$ cat config.mk
export PLATFORM = sky130hd
export DESIGN_NAME = issue_scheduler_flat
export DESIGN_NICKNAME = d
export VERILOG_FILES = /design/src/rtl/issue_scheduler_pkg.sv /design/src/rtl/issue_scheduler_if.sv /design/src/rtl/issue_scheduler_hazard_check.sv /design/src/rtl/issue_scheduler.sv /design/src/flat_wrapper.sv
export SDC_FILE = /design/constraint.sdc
export NUM_CORES = 1
export LEC_CHECK = 0
export ABC_AREA = 1
export BUFFER_PORTS_ARGS = -buffer_cell sky130_fd_sc_hd__buf_4
export CAP_MARGIN = 25
export CORE_AREA = 2 2 154 156
export CTS_CLUSTER_DIAMETER = 80
export DETAILED_ROUTE_END_ITERATION = 8
export DIE_AREA = 0 0 156 158
export MAX_ROUTING_LAYER = met4
export PLACE_DENSITY = 0.73
export SLEW_MARGIN = 20
export SYNTH_ARGS = -nofsm -noshare
export SYNTH_HDL_FRONTEND = slang
export SYNTH_SLANG_ARGS = --single-unit
export TNS_END_PERCENT = 100
$ cat constraint.sdc
create_clock -name is_i_clk -period 7.95 [get_ports is_i_clk]
set_clock_uncertainty 0.05 [all_clocks]
set_input_delay 2.385 -clock is_i_clk [delete_from_list [all_inputs] [get_ports is_i_clk]]
set_output_delay 2.385 -clock is_i_clk [all_outputs]
set_load 0.02 [all_outputs]
$ cat src/rtl/issue_scheduler_pkg.sv
// Shared types and constants for the dual-issue scheduler: state encodings,
// register-address width, bubble counter width and the default redirect bubble.
package issue_scheduler_pkg;
   localparam int REG_ADDR_W       = 5;
   localparam int FLUSH_CYCLES_DEF = 1;
   localparam int BUBBLE_W         = 4;

   typedef logic [REG_ADDR_W-1:0] reg_addr_t;

   typedef enum logic [1:0] {
      IS_RUN   = 2'd0,
      IS_SPLIT = 2'd1,
      IS_REDIR = 2'd2
   } is_state_t;

   // $0 is hardwired, so a write to it can never create a dependency.
   function automatic logic raw_hit(input reg_addr_t rd, input reg_addr_t rs,
                                    input reg_addr_t rt);
      return (rd != '0) && ((rd == rs) || (rd == rt));
   endfunction
endpackage

$ cat src/rtl/issue_scheduler_if.sv
// Issue-stage bus between the fetch-queue/decode pair, the scheduler and the
// two execute lanes. master drives the instruction pair, slave is the scheduler.
interface issue_scheduler_if #(parameter int PAYLOAD_W = 64);
   import issue_scheduler_pkg::*;

   logic                 is_i_valid0;
   logic                 is_i_valid1;
   reg_addr_t            is_i_rs0;
   reg_addr_t            is_i_rt0;
   reg_addr_t            is_i_rd0;
   reg_addr_t            is_i_rs1;
   reg_addr_t            is_i_rt1;
   reg_addr_t            is_i_rd1;
   logic                 is_i_wr0;
   logic                 is_i_jump0;
   logic [PAYLOAD_W-1:0] is_i_payload0;
   logic [PAYLOAD_W-1:0] is_i_payload1;
   logic                 is_i_change_pc;
   logic                 is_o_ready;
   logic                 is_o_issue0;
   logic                 is_o_issue1;
   logic [PAYLOAD_W-1:0] is_o_payload0;
   logic [PAYLOAD_W-1:0] is_o_payload1;
   logic                 is_o_flush;
   logic [31:0]          is_o_dual_cnt;
   logic [31:0]          is_o_split_cnt;
   logic [31:0]          is_o_flush_cnt;

   modport master (
      output is_i_valid0, is_i_valid1, is_i_rs0, is_i_rt0, is_i_rd0,
             is_i_rs1, is_i_rt1, is_i_rd1, is_i_wr0, is_i_jump0,
             is_i_payload0, is_i_payload1, is_i_change_pc,
      input  is_o_ready, is_o_issue0, is_o_issue1, is_o_payload0, is_o_payload1,
             is_o_flush, is_o_dual_cnt, is_o_split_cnt, is_o_flush_cnt
   );

   modport slave (
      input  is_i_valid0, is_i_valid1, is_i_rs0, is_i_rt0, is_i_rd0,
             is_i_rs1, is_i_rt1, is_i_rd1, is_i_wr0, is_i_jump0,
             is_i_payload0, is_i_payload1, is_i_change_pc,
      output is_o_ready, is_o_issue0, is_o_issue1, is_o_payload0, is_o_payload1,
             is_o_flush, is_o_dual_cnt, is_o_split_cnt, is_o_flush_cnt
   );
endinterface

$ cat src/rtl/issue_scheduler_hazard_check.sv
// issue_hazard_check: combinational pair-split decision (slot 0 jump or
// slot 1 reading slot 0's destination); also usable by forwarding logic.
module issue_hazard_check
   import issue_scheduler_pkg::*;
(
   input  logic      valid0,
   input  logic      valid1,
   input  logic      jump0,
   input  logic      wr0,
   input  reg_addr_t rd0,
   input  reg_addr_t rs1,
   input  reg_addr_t rt1,
   output logic      hazard
);
   // rt1 is compared even for instructions that do not read it (conservative).
   assign hazard = valid0 && valid1 && (jump0 || (wr0 && raw_hit(rd0, rs1, rt1)));
endmodule

$ cat src/rtl/issue_scheduler.sv
// Dual-issue scheduler: issues a decoded pair together, or splits it on a hazard,
// and inserts a flush bubble on redirect. ISSUE_SCHED_STATS_EN builds the counters.
//
// state    | meaning
// IS_RUN   | accepting pairs from the fetch queue
// IS_SPLIT | slot 0 issued, held slot 1 issues next cycle
// IS_REDIR | redirect bubble, counting down before accepting again
module issue_scheduler
   import issue_scheduler_pkg::*;
#(
   parameter int PAYLOAD_W    = 64,
   parameter int FLUSH_CYCLES = FLUSH_CYCLES_DEF
) (
   input logic              is_i_clk,
   input logic              is_i_rst,
   issue_scheduler_if.slave bus
);
   localparam logic [BUBBLE_W-1:0] BUBBLE_LOAD = BUBBLE_W'(FLUSH_CYCLES);

   is_state_t            state;
   logic [BUBBLE_W-1:0]  bubble;
   logic [PAYLOAD_W-1:0] hold;
   logic                 issue0;
   logic                 issue1;
   logic                 flush;
   logic [PAYLOAD_W-1:0] payload0;
   logic [PAYLOAD_W-1:0] payload1;
   logic                 ready;
   logic                 accept;
   logic                 hazard;
   logic                 unused_fields;

   issue_hazard_check u_hazard (
      .valid0 (bus.is_i_valid0),
      .valid1 (bus.is_i_valid1),
      .jump0  (bus.is_i_jump0),
      .wr0    (bus.is_i_wr0),
      .rd0    (bus.is_i_rd0),
      .rs1    (bus.is_i_rs1),
      .rt1    (bus.is_i_rt1),
      .hazard (hazard)
   );

   // Slot 0 sources and slot 1 destination matter only to forwarding, not here.
   assign unused_fields = ^{bus.is_i_rs0, bus.is_i_rt0, bus.is_i_rd1};

   always_comb begin
      ready  = (state == IS_RUN) && !bus.is_i_change_pc;
      accept = ready && (bus.is_i_valid0 || bus.is_i_valid1);
   end

   always_ff @(posedge is_i_clk or posedge is_i_rst) begin
      if (is_i_rst) begin
         state    <= IS_RUN;
         bubble   <= '0;
         hold     <= '0;
         issue0   <= 1'b0;
         issue1   <= 1'b0;
         flush    <= 1'b0;
         payload0 <= '0;
         payload1 <= '0;
      end else if (bus.is_i_change_pc) begin
         // Redirect wins in every state; a held slot 1 is dropped here.
         issue0 <= 1'b0;
         issue1 <= 1'b0;
         hold   <= '0;
         flush  <= 1'b1;
         bubble <= BUBBLE_LOAD;
         state  <= IS_REDIR;
      end else begin
         flush <= 1'b0;
         case (state)
            IS_RUN: begin
               if (accept && hazard) begin
                  issue0   <= 1'b1;
                  issue1   <= 1'b0;
                  payload0 <= bus.is_i_payload0;
                  hold     <= bus.is_i_payload1;
                  state    <= IS_SPLIT;
               end else if (accept) begin
                  issue0   <= bus.is_i_valid0;
                  issue1   <= bus.is_i_valid1;
                  payload0 <= bus.is_i_payload0;
                  payload1 <= bus.is_i_payload1;
               end else begin
                  issue0 <= 1'b0;
                  issue1 <= 1'b0;
               end
            end
            IS_SPLIT: begin
               issue0   <= 1'b0;
               issue1   <= 1'b1;
               payload1 <= hold;
               state    <= IS_RUN;
            end
            IS_REDIR: begin
               issue0 <= 1'b0;
               issue1 <= 1'b0;
               bubble <= bubble - BUBBLE_W'(1);
               if (bubble <= BUBBLE_W'(1)) state <= IS_RUN;
            end
            default: begin
               issue0 <= 1'b0;
               issue1 <= 1'b0;
               state  <= IS_RUN;
            end
         endcase
      end
   end

   assign bus.is_o_ready    = ready;
   assign bus.is_o_issue0   = issue0;
   assign bus.is_o_issue1   = issue1;
   assign bus.is_o_payload0 = payload0;
   assign bus.is_o_payload1 = payload1;
   assign bus.is_o_flush    = flush;

`ifdef ISSUE_SCHED_STATS_EN
   logic [31:0] dual_cnt;
   logic [31:0] split_cnt;
   logic [31:0] flush_cnt;

   // Counted on the edge that loads the outputs, so they line up with issue/flush.
   always_ff @(posedge is_i_clk or posedge is_i_rst) begin
      if (is_i_rst) begin
         dual_cnt  <= '0;
         split_cnt <= '0;
         flush_cnt <= '0;
      end else begin
         if (accept && !hazard && bus.is_i_valid0 && bus.is_i_valid1)
            dual_cnt <= dual_cnt + 32'd1;
         if (accept && hazard)
            split_cnt <= split_cnt + 32'd1;
         if (bus.is_i_change_pc)
            flush_cnt <= flush_cnt + 32'd1;
      end
   end

   assign bus.is_o_dual_cnt  = dual_cnt;
   assign bus.is_o_split_cnt = split_cnt;
   assign bus.is_o_flush_cnt = flush_cnt;
`else
   assign bus.is_o_dual_cnt  = 32'd0;
   assign bus.is_o_split_cnt = 32'd0;
   assign bus.is_o_flush_cnt = 32'd0;
`endif
endmodule

$ cat src/flat_wrapper.sv
// flat-port wrapper written by rule: the top's interface ports become plain ports
module issue_scheduler_flat import issue_scheduler_pkg::*;
#(
   parameter int PAYLOAD_W    = 64,
   parameter int FLUSH_CYCLES = FLUSH_CYCLES_DEF
)
  (is_i_clk, is_i_rst, bus_is_i_valid0, bus_is_i_valid1, bus_is_i_rs0, bus_is_i_rt0, bus_is_i_rd0, bus_is_i_rs1, bus_is_i_rt1, bus_is_i_rd1, bus_is_i_wr0, bus_is_i_jump0, bus_is_i_payload0, bus_is_i_payload1, bus_is_i_change_pc, bus_is_o_ready, bus_is_o_issue0, bus_is_o_issue1, bus_is_o_payload0, bus_is_o_payload1, bus_is_o_flush, bus_is_o_dual_cnt, bus_is_o_split_cnt, bus_is_o_flush_cnt);
  issue_scheduler_if #(.PAYLOAD_W(PAYLOAD_W)) bus_i ();
  input logic is_i_clk;
  input logic is_i_rst;
  input wire logic [$bits(bus_i.is_i_valid0)-1:0] bus_is_i_valid0;
  input wire logic [$bits(bus_i.is_i_valid1)-1:0] bus_is_i_valid1;
  input wire logic [$bits(bus_i.is_i_rs0)-1:0] bus_is_i_rs0;
  input wire logic [$bits(bus_i.is_i_rt0)-1:0] bus_is_i_rt0;
  input wire logic [$bits(bus_i.is_i_rd0)-1:0] bus_is_i_rd0;
  input wire logic [$bits(bus_i.is_i_rs1)-1:0] bus_is_i_rs1;
  input wire logic [$bits(bus_i.is_i_rt1)-1:0] bus_is_i_rt1;
  input wire logic [$bits(bus_i.is_i_rd1)-1:0] bus_is_i_rd1;
  input wire logic [$bits(bus_i.is_i_wr0)-1:0] bus_is_i_wr0;
  input wire logic [$bits(bus_i.is_i_jump0)-1:0] bus_is_i_jump0;
  input wire logic [$bits(bus_i.is_i_payload0)-1:0] bus_is_i_payload0;
  input wire logic [$bits(bus_i.is_i_payload1)-1:0] bus_is_i_payload1;
  input wire logic [$bits(bus_i.is_i_change_pc)-1:0] bus_is_i_change_pc;
  output wire logic [$bits(bus_i.is_o_ready)-1:0] bus_is_o_ready;
  output wire logic [$bits(bus_i.is_o_issue0)-1:0] bus_is_o_issue0;
  output wire logic [$bits(bus_i.is_o_issue1)-1:0] bus_is_o_issue1;
  output wire logic [$bits(bus_i.is_o_payload0)-1:0] bus_is_o_payload0;
  output wire logic [$bits(bus_i.is_o_payload1)-1:0] bus_is_o_payload1;
  output wire logic [$bits(bus_i.is_o_flush)-1:0] bus_is_o_flush;
  output wire logic [$bits(bus_i.is_o_dual_cnt)-1:0] bus_is_o_dual_cnt;
  output wire logic [$bits(bus_i.is_o_split_cnt)-1:0] bus_is_o_split_cnt;
  output wire logic [$bits(bus_i.is_o_flush_cnt)-1:0] bus_is_o_flush_cnt;
  assign bus_i.is_i_valid0 = bus_is_i_valid0;
  assign bus_i.is_i_valid1 = bus_is_i_valid1;
  assign bus_i.is_i_rs0 = bus_is_i_rs0;
  assign bus_i.is_i_rt0 = bus_is_i_rt0;
  assign bus_i.is_i_rd0 = bus_is_i_rd0;
  assign bus_i.is_i_rs1 = bus_is_i_rs1;
  assign bus_i.is_i_rt1 = bus_is_i_rt1;
  assign bus_i.is_i_rd1 = bus_is_i_rd1;
  assign bus_i.is_i_wr0 = bus_is_i_wr0;
  assign bus_i.is_i_jump0 = bus_is_i_jump0;
  assign bus_i.is_i_payload0 = bus_is_i_payload0;
  assign bus_i.is_i_payload1 = bus_is_i_payload1;
  assign bus_i.is_i_change_pc = bus_is_i_change_pc;
  assign bus_is_o_ready = bus_i.is_o_ready;
  assign bus_is_o_issue0 = bus_i.is_o_issue0;
  assign bus_is_o_issue1 = bus_i.is_o_issue1;
  assign bus_is_o_payload0 = bus_i.is_o_payload0;
  assign bus_is_o_payload1 = bus_i.is_o_payload1;
  assign bus_is_o_flush = bus_i.is_o_flush;
  assign bus_is_o_dual_cnt = bus_i.is_o_dual_cnt;
  assign bus_is_o_split_cnt = bus_i.is_o_split_cnt;
  assign bus_is_o_flush_cnt = bus_i.is_o_flush_cnt;
  issue_scheduler #(.PAYLOAD_W(PAYLOAD_W), .FLUSH_CYCLES(FLUSH_CYCLES)) u_core (.is_i_clk(is_i_clk), .is_i_rst(is_i_rst), .bus(bus_i));
endmodule
==> run summary, run 1 <==
Initial Utilization - 40.8%
Synth top area share - 53.5%
RSZ-0062 raised after global routing - no
Post-synth EDFFs - 0
Post-Synth Adder-Cell Area - 0.266%
Worst EP required - 8330 ps
post-synthesis simple-gate area fraction - 16.6%
design area - 12,100 µm²
Yosys cell types - 26
Pins Over Slew Limit - 0
CTS H-tree depth - 1
CP Launch Type - input pin
post-synthesis cell count - 1,027
first-pass GRT wire length - 37,100 µm
width of the die - 156 µm
maximum clock rate - 0.178 GHz
post-synthesis xor/xnor area fraction - 0.186%
Die Y - 158 µm
Num CTS Buffers - 22
Layout Cells excl Fill - 1,587
Cells after DPL - 1,547
post-synthesis mux area share - 7.67%
Resized cells post-CTS - 0
Final #Nets - 1,449
syn_area_per_cell - 9.15 µm²
Worst-path clk slew - 60 ps
vias in the first global route - 7,139
Buf/Inv on CP - 4
Synth async-reset ratio - 100%
max-cap viol count - 0
setup ws final - 2340 ps
CP arrival - 5980 ps
family with the most delay on the worst path - simple AND/OR/NAND/NOR gates
HP Start - u_core.bus.is_o_payload1[17]
core box area - 23,100 µm²
number of cell rows - 56
Compound-Gate Fraction of Synth Area - 7.36%
sequential fraction of the synthesis area - 53.5%
final setup fails - 0
largest net degree at the start of global routing - 138
# clock sinks - 201
Pwr Density - 329 nW/µm²
Area growth syn-to-layout - 28.4%
most numerous cell in the Yosys netlist - nand2_1
crit path kind - input pin to flop
final critical-path share of the clock period - 70.5%
Worst-Margin Slew - 1030 ps
Critical Path Source - bus_is_i_change_pc
Root Buffer - clkbuf_16
share of cells above drive strength 1 - 30.6%
max_slew headroom - 31.0%
DP HPWL - 15,800 µm
CP Capture Type - flop
Sum Neg Setup Slack - 0 ps
status - completed
register bit total from synthesis - 201
Synth Flop Type - dfrtp_1
Warnings, synthesis - 0
crit path cell chain - buf_4, nor2_1, inv_1, nor2_2, inv_2, nor3_2, nand2_4, nand2_2, buf_4, nand2_1, nand2_1
Peak supply drop - 207 µV
initial antenna violation count - 0
reg-to-reg critical path startpoint - u_core.state[1]
via count - 7,491
most frequent cells after synthesis - 264 x nand2_1, 201 x dfrtp_1, 105 x buf_4, 89 x o21ai_0, 87 x inv_1
worst-skew pair later-pin latency - 490 ps
min Tclk post-route - 5610 ps
Tot Pwr - 3.97 mW
Leakage - 6.29 nW
top cells by area, synth - dfrtp_1 54%, nand2_1 11%, buf_4 8.4%
number of diodes - 0
Cell Area, Synth - 9400 µm²
dpl ws - 1770 ps
Clock Tree Buf Depth - 3
DRT antenna net count - 0
Filler cells - 2,142
DRC Markers - 0
WL per Instance - 15.1 µm
GPL Wtd Cong - 0.736
HP Class - flop to flop
Boundary Pins - 393
DR iter-0 viols - 376
final hold vios - 0
CP max-delay cell - nand2_2
Routed WL - 24,000 µm
Remaining Overflow, GRT - 0
GRT Total Usage - 19.3%
Synth area leader - dfrtp_1
full die area - 24,600 µm²
hold_buf cts - 0
max incr delay on CP - 820 ps
CP Max Fanout - 82
main combinational cell family by area after synthesis - simple AND/OR/NAND/NOR gates
DR pass1 iterations - 6
CTS tree - yes
number of buffers added on ports - 281
Cell Area, Placed - 11,300 µm²
Post-CTS Setup Inserts - 0
DR vias/cell - 4.72
[worst register-to-register path, stage by stage, from the launching register on]
cell and delay, ps:
dfrtp_1 380, nor2_1 80, inv_1 80, nor2_2 110, inv_2 70, nor3_2 770
nand2_4 770, nand2_2 830, buf_4 530, nand2_1 130, nand2_1 90
[metal layers]
| layer | part of all wire [%] | wire length [µm] | vias up | global-route usage (%) |
|---|---|---|---|---|
| li1 | - | - | 3600 | - |
| met1 | 42 | 10000 | 3602 | 23.5 |
| met2 | 49 | 11800 | 264 | 32.8 |
| met3 | 8.2 | 1980 | 25 | 5.15 |
| met4 | 1.2 | 278 | 0 | 3.23 |
| met5 | 0 | 0 | - | - |
[stage by stage]
step	util [%]	hold WS [ps]
floorplan	-	408
global placement	49.0	407
detailed placement	49.0	410
CTS	52.2	424
global route	52.4	440
finish	52.4	420
[report_power, final]
part           leakage (nW)  internal, mW  switching (mW)
Sequential             2.55          1.33           0.172
Clock                 0.365         0.640           0.404
Combinational          3.38         0.615           0.804
[final cells by class]
class                   count  area, µm²  share of cell area [%]
clock inverters             6       82.6                   0.684
repair buffers            288       2180                    18.1
well taps                 290        363                    3.01
multi-input cells         677       3390                    28.1
clock buffers              33        663                    5.50
inverters                  92        353                    2.92
flip-flops and latches    201       5030                    41.7
[registers in the layout, indices dropped and copies added (netlist names)]
signal / cells
u_core.state: 2
u_core.bus.is_o_flush: 1
u_core.hold: 64
u_core.bubble: 4
u_core.bus.is_o_payload1: 64
u_core.bus.is_o_payload0: 64
u_core.bus.is_o_issue1: 1
u_core.bus.is_o_issue0: 1
[layout by cell type, fill, tap and decap left out]
cell | Yosys | routed
nand2_2 | 2 | 2
nor3_2 | 1 | 1
mux2_1 | 5 | 5
xnor2_1 | 2 | 2
clkbuf_16 | 0 | 23
nor3_1 | 2 | 2
a21oi_1 | 11 | 11
o22ai_1 | 1 | 1
nor2_4 | 1 | 2
buf_4 | 105 | 287
nand2_4 | 0 | 2
dfrtp_1 | 201 | 201
nor2_2 | 3 | 3
buf_16 | 0 | 1
inv_2 | 5 | 5
ha_1 | 2 | 2
nand4_1 | 11 | 11
inv_1 | 87 | 86
nand2_1 | 264 | 262
mux2_2 | 59 | 59
o21ai_0 | 89 | 89
clkbuf_1 | 26 | 5
bufinv_16 | 0 | 2
nor2_1 | 17 | 16
clkinv_2 | 0 | 3
clkinvlp_4 | 0 | 1
conb_1 | 1 | 96
o21ai_1 | 37 | 37
nand3_1 | 74 | 74
clkbuf_8 | 0 | 5
inv_8 | 0 | 1
[final timing paths]
kind                                                endpoint  slack, ps  cells past startpoint
worst min register to register  u_core.bus.is_o_payload1[17]        420                      2
worst max register to register  u_core.bus.is_o_payload1[22]       4000                     10
max in group asynchronous       u_core.bus.is_o_payload0[61]       4780                      3
worst max-delay path            u_core.bus.is_o_payload1[22]       2340                     11
worst min-delay path            u_core.bus.is_o_payload1[17]        420                      2
min in group asynchronous       u_core.bus.is_o_payload0[62]       1840                      2
[cell families after synthesis]
group	after synthesis
other	1
buffers and inverters	244
adder cells (fa/ha/maj)	2
AND/OR/NAND/NOR	375
flip-flops	201
AO/OA/AOI/OAI	138
multiplexers	64
XOR/XNOR	2
Note: power is estimated with default switching activity, not from simulation.
==> run 2, diff against run 1 <==
- clock period: 7.95 -> 4.8 ns (I/O delays scaled with it)
==> run 2 against run 1 <==
Net effect: critical path depth shrank 6; die area is the same; critical path type is now input pin to primary output; non-clock buffer count grew 6.
==> run summary, run 2 (synthesis gave the netlist of run 1 again) <==
number of diodes - 0
Die Y - 158 µm
Num CTS Buffers - 22
crit path cell chain - buf_4, nor2_1, inv_1, nor2_2, buf_4
max-cap viol count - 0
worst-skew pair later-pin latency - 500 ps
Cells after DPL - 1,554
Sum Neg Setup Slack - 0 ps
CTS H-tree depth - 1
CP Launch Type - input pin
min Tclk post-route - 3520 ps
Pins Over Slew Limit - 0
Worst EP required - 3310 ps
Final #Nets - 1,455
family with the most delay on the worst path - buffers and inverters
final hold vios - 0
Worst-Margin Slew - 959 ps
Buf/Inv on CP - 3
Root Buffer - clkbuf_16
via count - 7,473
core box area - 23,100 µm²
most frequent cells in the layout - 292 x buf_4, 262 x nand2_1, 201 x dfrtp_1
Leakage - 6.32 nW
share of cells above drive strength 1 - 31.0%
GRT busiest layer - met2
# clock sinks - 201
Resized cells post-CTS - 0
crit path kind - input pin to primary output
hold slack - 420 ps
first-pass GRT wire length - 37,500 µm
Peak supply drop - 275 µV
DP HPWL - 16,200 µm
CP arrival - 2030 ps
grt met2 use - 32.4%
Initial Utilization - 40.8%
full die area - 24,600 µm²
Layout Cells excl Fill - 1,593
DR pass1 iterations - 5
Boundary Pins - 393
GR Layer Usage met3 - 4.54%
setup ws final - 1280 ps
CP Capture Type - primary output
CP max-delay cell - buf_4
Remaining Overflow, GRT - 0
GRT Total Usage - 19.4%
Pwr Density - 542 nW/µm²
number of cell rows - 56
HP Class - flop to flop
CP Max Fanout - 5
Routed WL - 24,000 µm
max_slew headroom - 36.0%
width of the die - 156 µm
Worst-path clk slew - 60 ps
initial antenna violation count - 0
final setup fails - 0
WL per Instance - 15.0 µm
maximum clock rate - 0.284 GHz
RSZ-0062 raised after global routing - no
CTS tree - yes
DRC Markers - 0
commonest non-fill, non-tap cell in the layout - buf_4
number of buffers added on ports - 281
DRT antenna net count - 0
DR iter-0 viols - 388
Area growth syn-to-layout - 28.9%
final critical-path share of the clock period - 73.3%
Post-CTS Setup Inserts - 0
M1 GR Usage - 23.9%
max incr delay on CP - 160 ps
DR vias/cell - 4.69
vias in the first global route - 7,177
hold_buf cts - 0
GPL Wtd Cong - 0.789
largest net degree at the start of global routing - 153
Clock Tree Buf Depth - 3
Tot Pwr - 6.57 mW
dpl ws - 937 ps
most used cell, CP - buf_4
status - completed
[run 2: changes by cell type in the layout (fill, tap and decap cells not counted), sizes merged]
cell / change
buf: +6
clkinv: +1
inv: -1
[run 2: worst min-delay path: cells and delay by family, from the launching register on]
family        cells  cell delay [ps]
flops             1              340
simple gates      2               90
[run 2: path summary, 6_finish.rpt]
| path | start | endpoint | slack, ps | cells past startpoint |
|---|---|---|---|---|
| max in group asynchronous | is_i_rst | u_core.hold[20] | 2940 | 3 |
| min in group asynchronous | is_i_rst | u_core.bus.is_o_payload0[57] | 1110 | 3 |
| worst min-delay path | u_core.bus.is_o_payload1[21] | u_core.bus.is_o_payload1[21] | 420 | 2 |
| worst min register to register | u_core.bus.is_o_payload1[21] | u_core.bus.is_o_payload1[21] | 420 | 2 |
| worst max register to register | u_core.state[1] | u_core.hold[12] | 2150 | 10 |
| worst max-delay path | bus_is_i_change_pc | bus_is_o_ready | 1280 | 5 |
[run 2: cell type report]
cell class,count,area [µm²]
fill,2078,10900
sequential,201,5030
multi-input combinational,677,3390
timing repair buffer,294,2230
clock buffer,33,673
tap,290,363
inverter,92,349
clock inverter,6,80.1
[run 2: power by group]
group | switching [mW] | total, mW | internal [mW]
combinational | 1.34 | 2.36 | 1.02
clock | 0.649 | 1.72 | 1.07
sequential | 0.284 | 2.49 | 2.21
[run 2: metrics by stage]
step                      utilization [%]  instance area (µm²)
after floorplan                         -                 9760
after global placement               49.3                11400
after detailed placement             49.3                11400
after CTS                            52.6                12100
after global routing                 52.6                12100
final                                52.6                12100
[run 2: per-layer routing]
layer / wire length (µm) / up-vias
met2: 11600 / 280
met3: 2010 / 31
met4: 424 / 0
li1: - / 3612
met5: 0 / -
met1: 9880 / 3550
==> run 3, diff against run 2 <==
- clock period: 4.8 -> 3 ns (I/O delays scaled with it)
==> run 3 against run 2 <==
Net effect: first-iteration DRC count is 4.1% higher; setup slack lost 720 ps; hold slack worse by 63 ps; final area is 1.7% higher; power up 62%; combinational power grew 62%; via count rose by 1.6%; die area unchanged; non-clock buffer count rose by 11; register-to-register slack got worse by 1100 ps; largest cell class unchanged; highest routed layer unchanged.
==> run summary, run 3 (synthesis gave the netlist of run 1 again) <==
CTS tree - yes
top sig layer - met4
hold_buf cts - 0
Final #Nets - 1,467
number of cell rows - 56
CP Capture Type - primary output
Initial Utilization - 40.8%
DP HPWL - 17,100 µm
full die area - 24,600 µm²
Peak supply drop - 550 µV
share of cells above drive strength 1 - 31.8%
Pins Over Slew Limit - 0
Post-CTS Setup Inserts - 0
DRC Markers - 0
Resized cells post-CTS - 0
hold slack - 357 ps
Pwr Density - 866 nW/µm²
Area growth syn-to-layout - 31.1%
Leakage - 6.42 nW
met3 routed WL - 2050 µm
DR iter-0 viols - 404
wl on met1 - 9850 µm
largest net degree at the start of global routing - 71
status - completed
GPL Wtd Cong - 0.789
Remaining Overflow, GRT - 0
core box area - 23,100 µm²
max incr delay on CP - 160 ps
Routed WL - 24,400 µm
Boundary Pins - 393
DR pass1 iterations - 5
most frequent cells in the layout - 295 x buf_4, 262 x nand2_1, 201 x dfrtp_1
CP Launch Type - input pin
most used cell, CP - buf_4
first-pass GRT wire length - 38,100 µm
Worst-path clk slew - 60 ps
CTS H-tree depth - 1
DRT antenna net count - 0
Die Y - 158 µm
final critical-path share of the clock period - 81.4%
worst reg2reg path depth - 8
met2 WL - 12,000 µm
HP Class - input pin to asynchronous set/reset pin
GRT Total Usage - 19.8%
Num CTS Buffers - 23
maximum clock rate - 0.410 GHz
width of the die - 156 µm
Worst EP required - 2050 ps
crit path cell chain - buf_4, nor2_1, inv_1, nor2_2, buf_4
crit path kind - input pin to primary output
worst-skew pair later-pin latency - 500 ps
Worst-Margin Slew - 625 ps
Sum Neg Setup Slack - 0 ps
family with the most delay on the worst path - buffers and inverters
commonest non-fill, non-tap cell in the layout - buf_4
CP arrival - 1490 ps
number of buffers added on ports - 281
critical path depth - 5
Clock Tree Buf Depth - 3
final setup fails - 0
final hold vios - 0
number of diodes - 0
max-cap viol count - 0
reg-to-reg critical path startpoint - u_core.state[1]
WL per Instance - 15.2 µm
# clock sinks - 201
Critical Path Source - bus_is_i_change_pc
CP max-delay cell - buf_4
CP Max Fanout - 5
Root Buffer - clkbuf_16
Buf/Inv on CP - 3
via count - 7,592
max_slew headroom - 58.3%
RSZ-0062 raised after global routing - no
DR vias/cell - 4.73
vias in the first global route - 7,350
initial antenna violation count - 0
min Tclk post-route - 2440 ps
## run 3: cell count changes in the layout (fill, tap and decap cells not counted), sizes merged
cell      previous run  this run
bufinv               2         3
clkbuf              33        30
buf                294       305
clkinv               4         7
clkinvlp             1         2
## run 3: final timing paths
| check | end | slack (ps) |
|---|---|---|
| worst min-delay path | u_core.bus.is_o_payload0[51] | 360 |
| worst min register to register | u_core.bus.is_o_payload1[13] | 420 |
| min in group is_i_clk | u_core.bus.is_o_payload1[13] | 420 |
| worst max register to register | u_core.bus.is_o_payload0[32] | 1020 |
| worst max-delay path | bus_is_o_ready | 560 |
| max in group asynchronous | u_core.hold[23] | 1840 |
## run 3: final cells by class
class,count,area [µm²]
inverter,92,349
tap,290,363
multi-input combinational,677,3390
timing repair buffer,305,2410
clock inverter,11,133
clock buffer,30,642
fill,2076,10700
sequential,201,5030
## run 3: metrics by stage
step | util, % | instance area [µm²] | setup WS [ps] | total power [mW] | instances
final | 53.5 | 12300 | 559 | 10.7 | 1606
after global routing | 53.5 | 12300 | 494 | 11.3 | 1606
after CTS | 53.5 | 12300 | 550 | 10.8 | 1606
after detailed placement | 50.1 | 11600 | 340 | 7.90 | 1565
after global placement | 50.1 | 11600 | 372 | 7.81 | 1565
after floorplan | - | 9760 | -552 | 6.12 | 1122
## run 3: per-layer routing
metal	vias up	GRT usage [%]
li1	3629	-
met4	0	4.54
met5	-	-
met2	284	33.9
met1	3648	23.6
met3	31	5.26
## run 3: report_power, final
| part | switching, mW | total, mW | internal [mW] |
|---|---|---|---|
| combinational | 2.16 | 3.83 | 1.68 |
| sequential | 0.451 | 3.98 | 3.53 |
| clock | 1.10 | 2.86 | 1.76 |
| total | 3.70 | 10.7 | 6.97 |
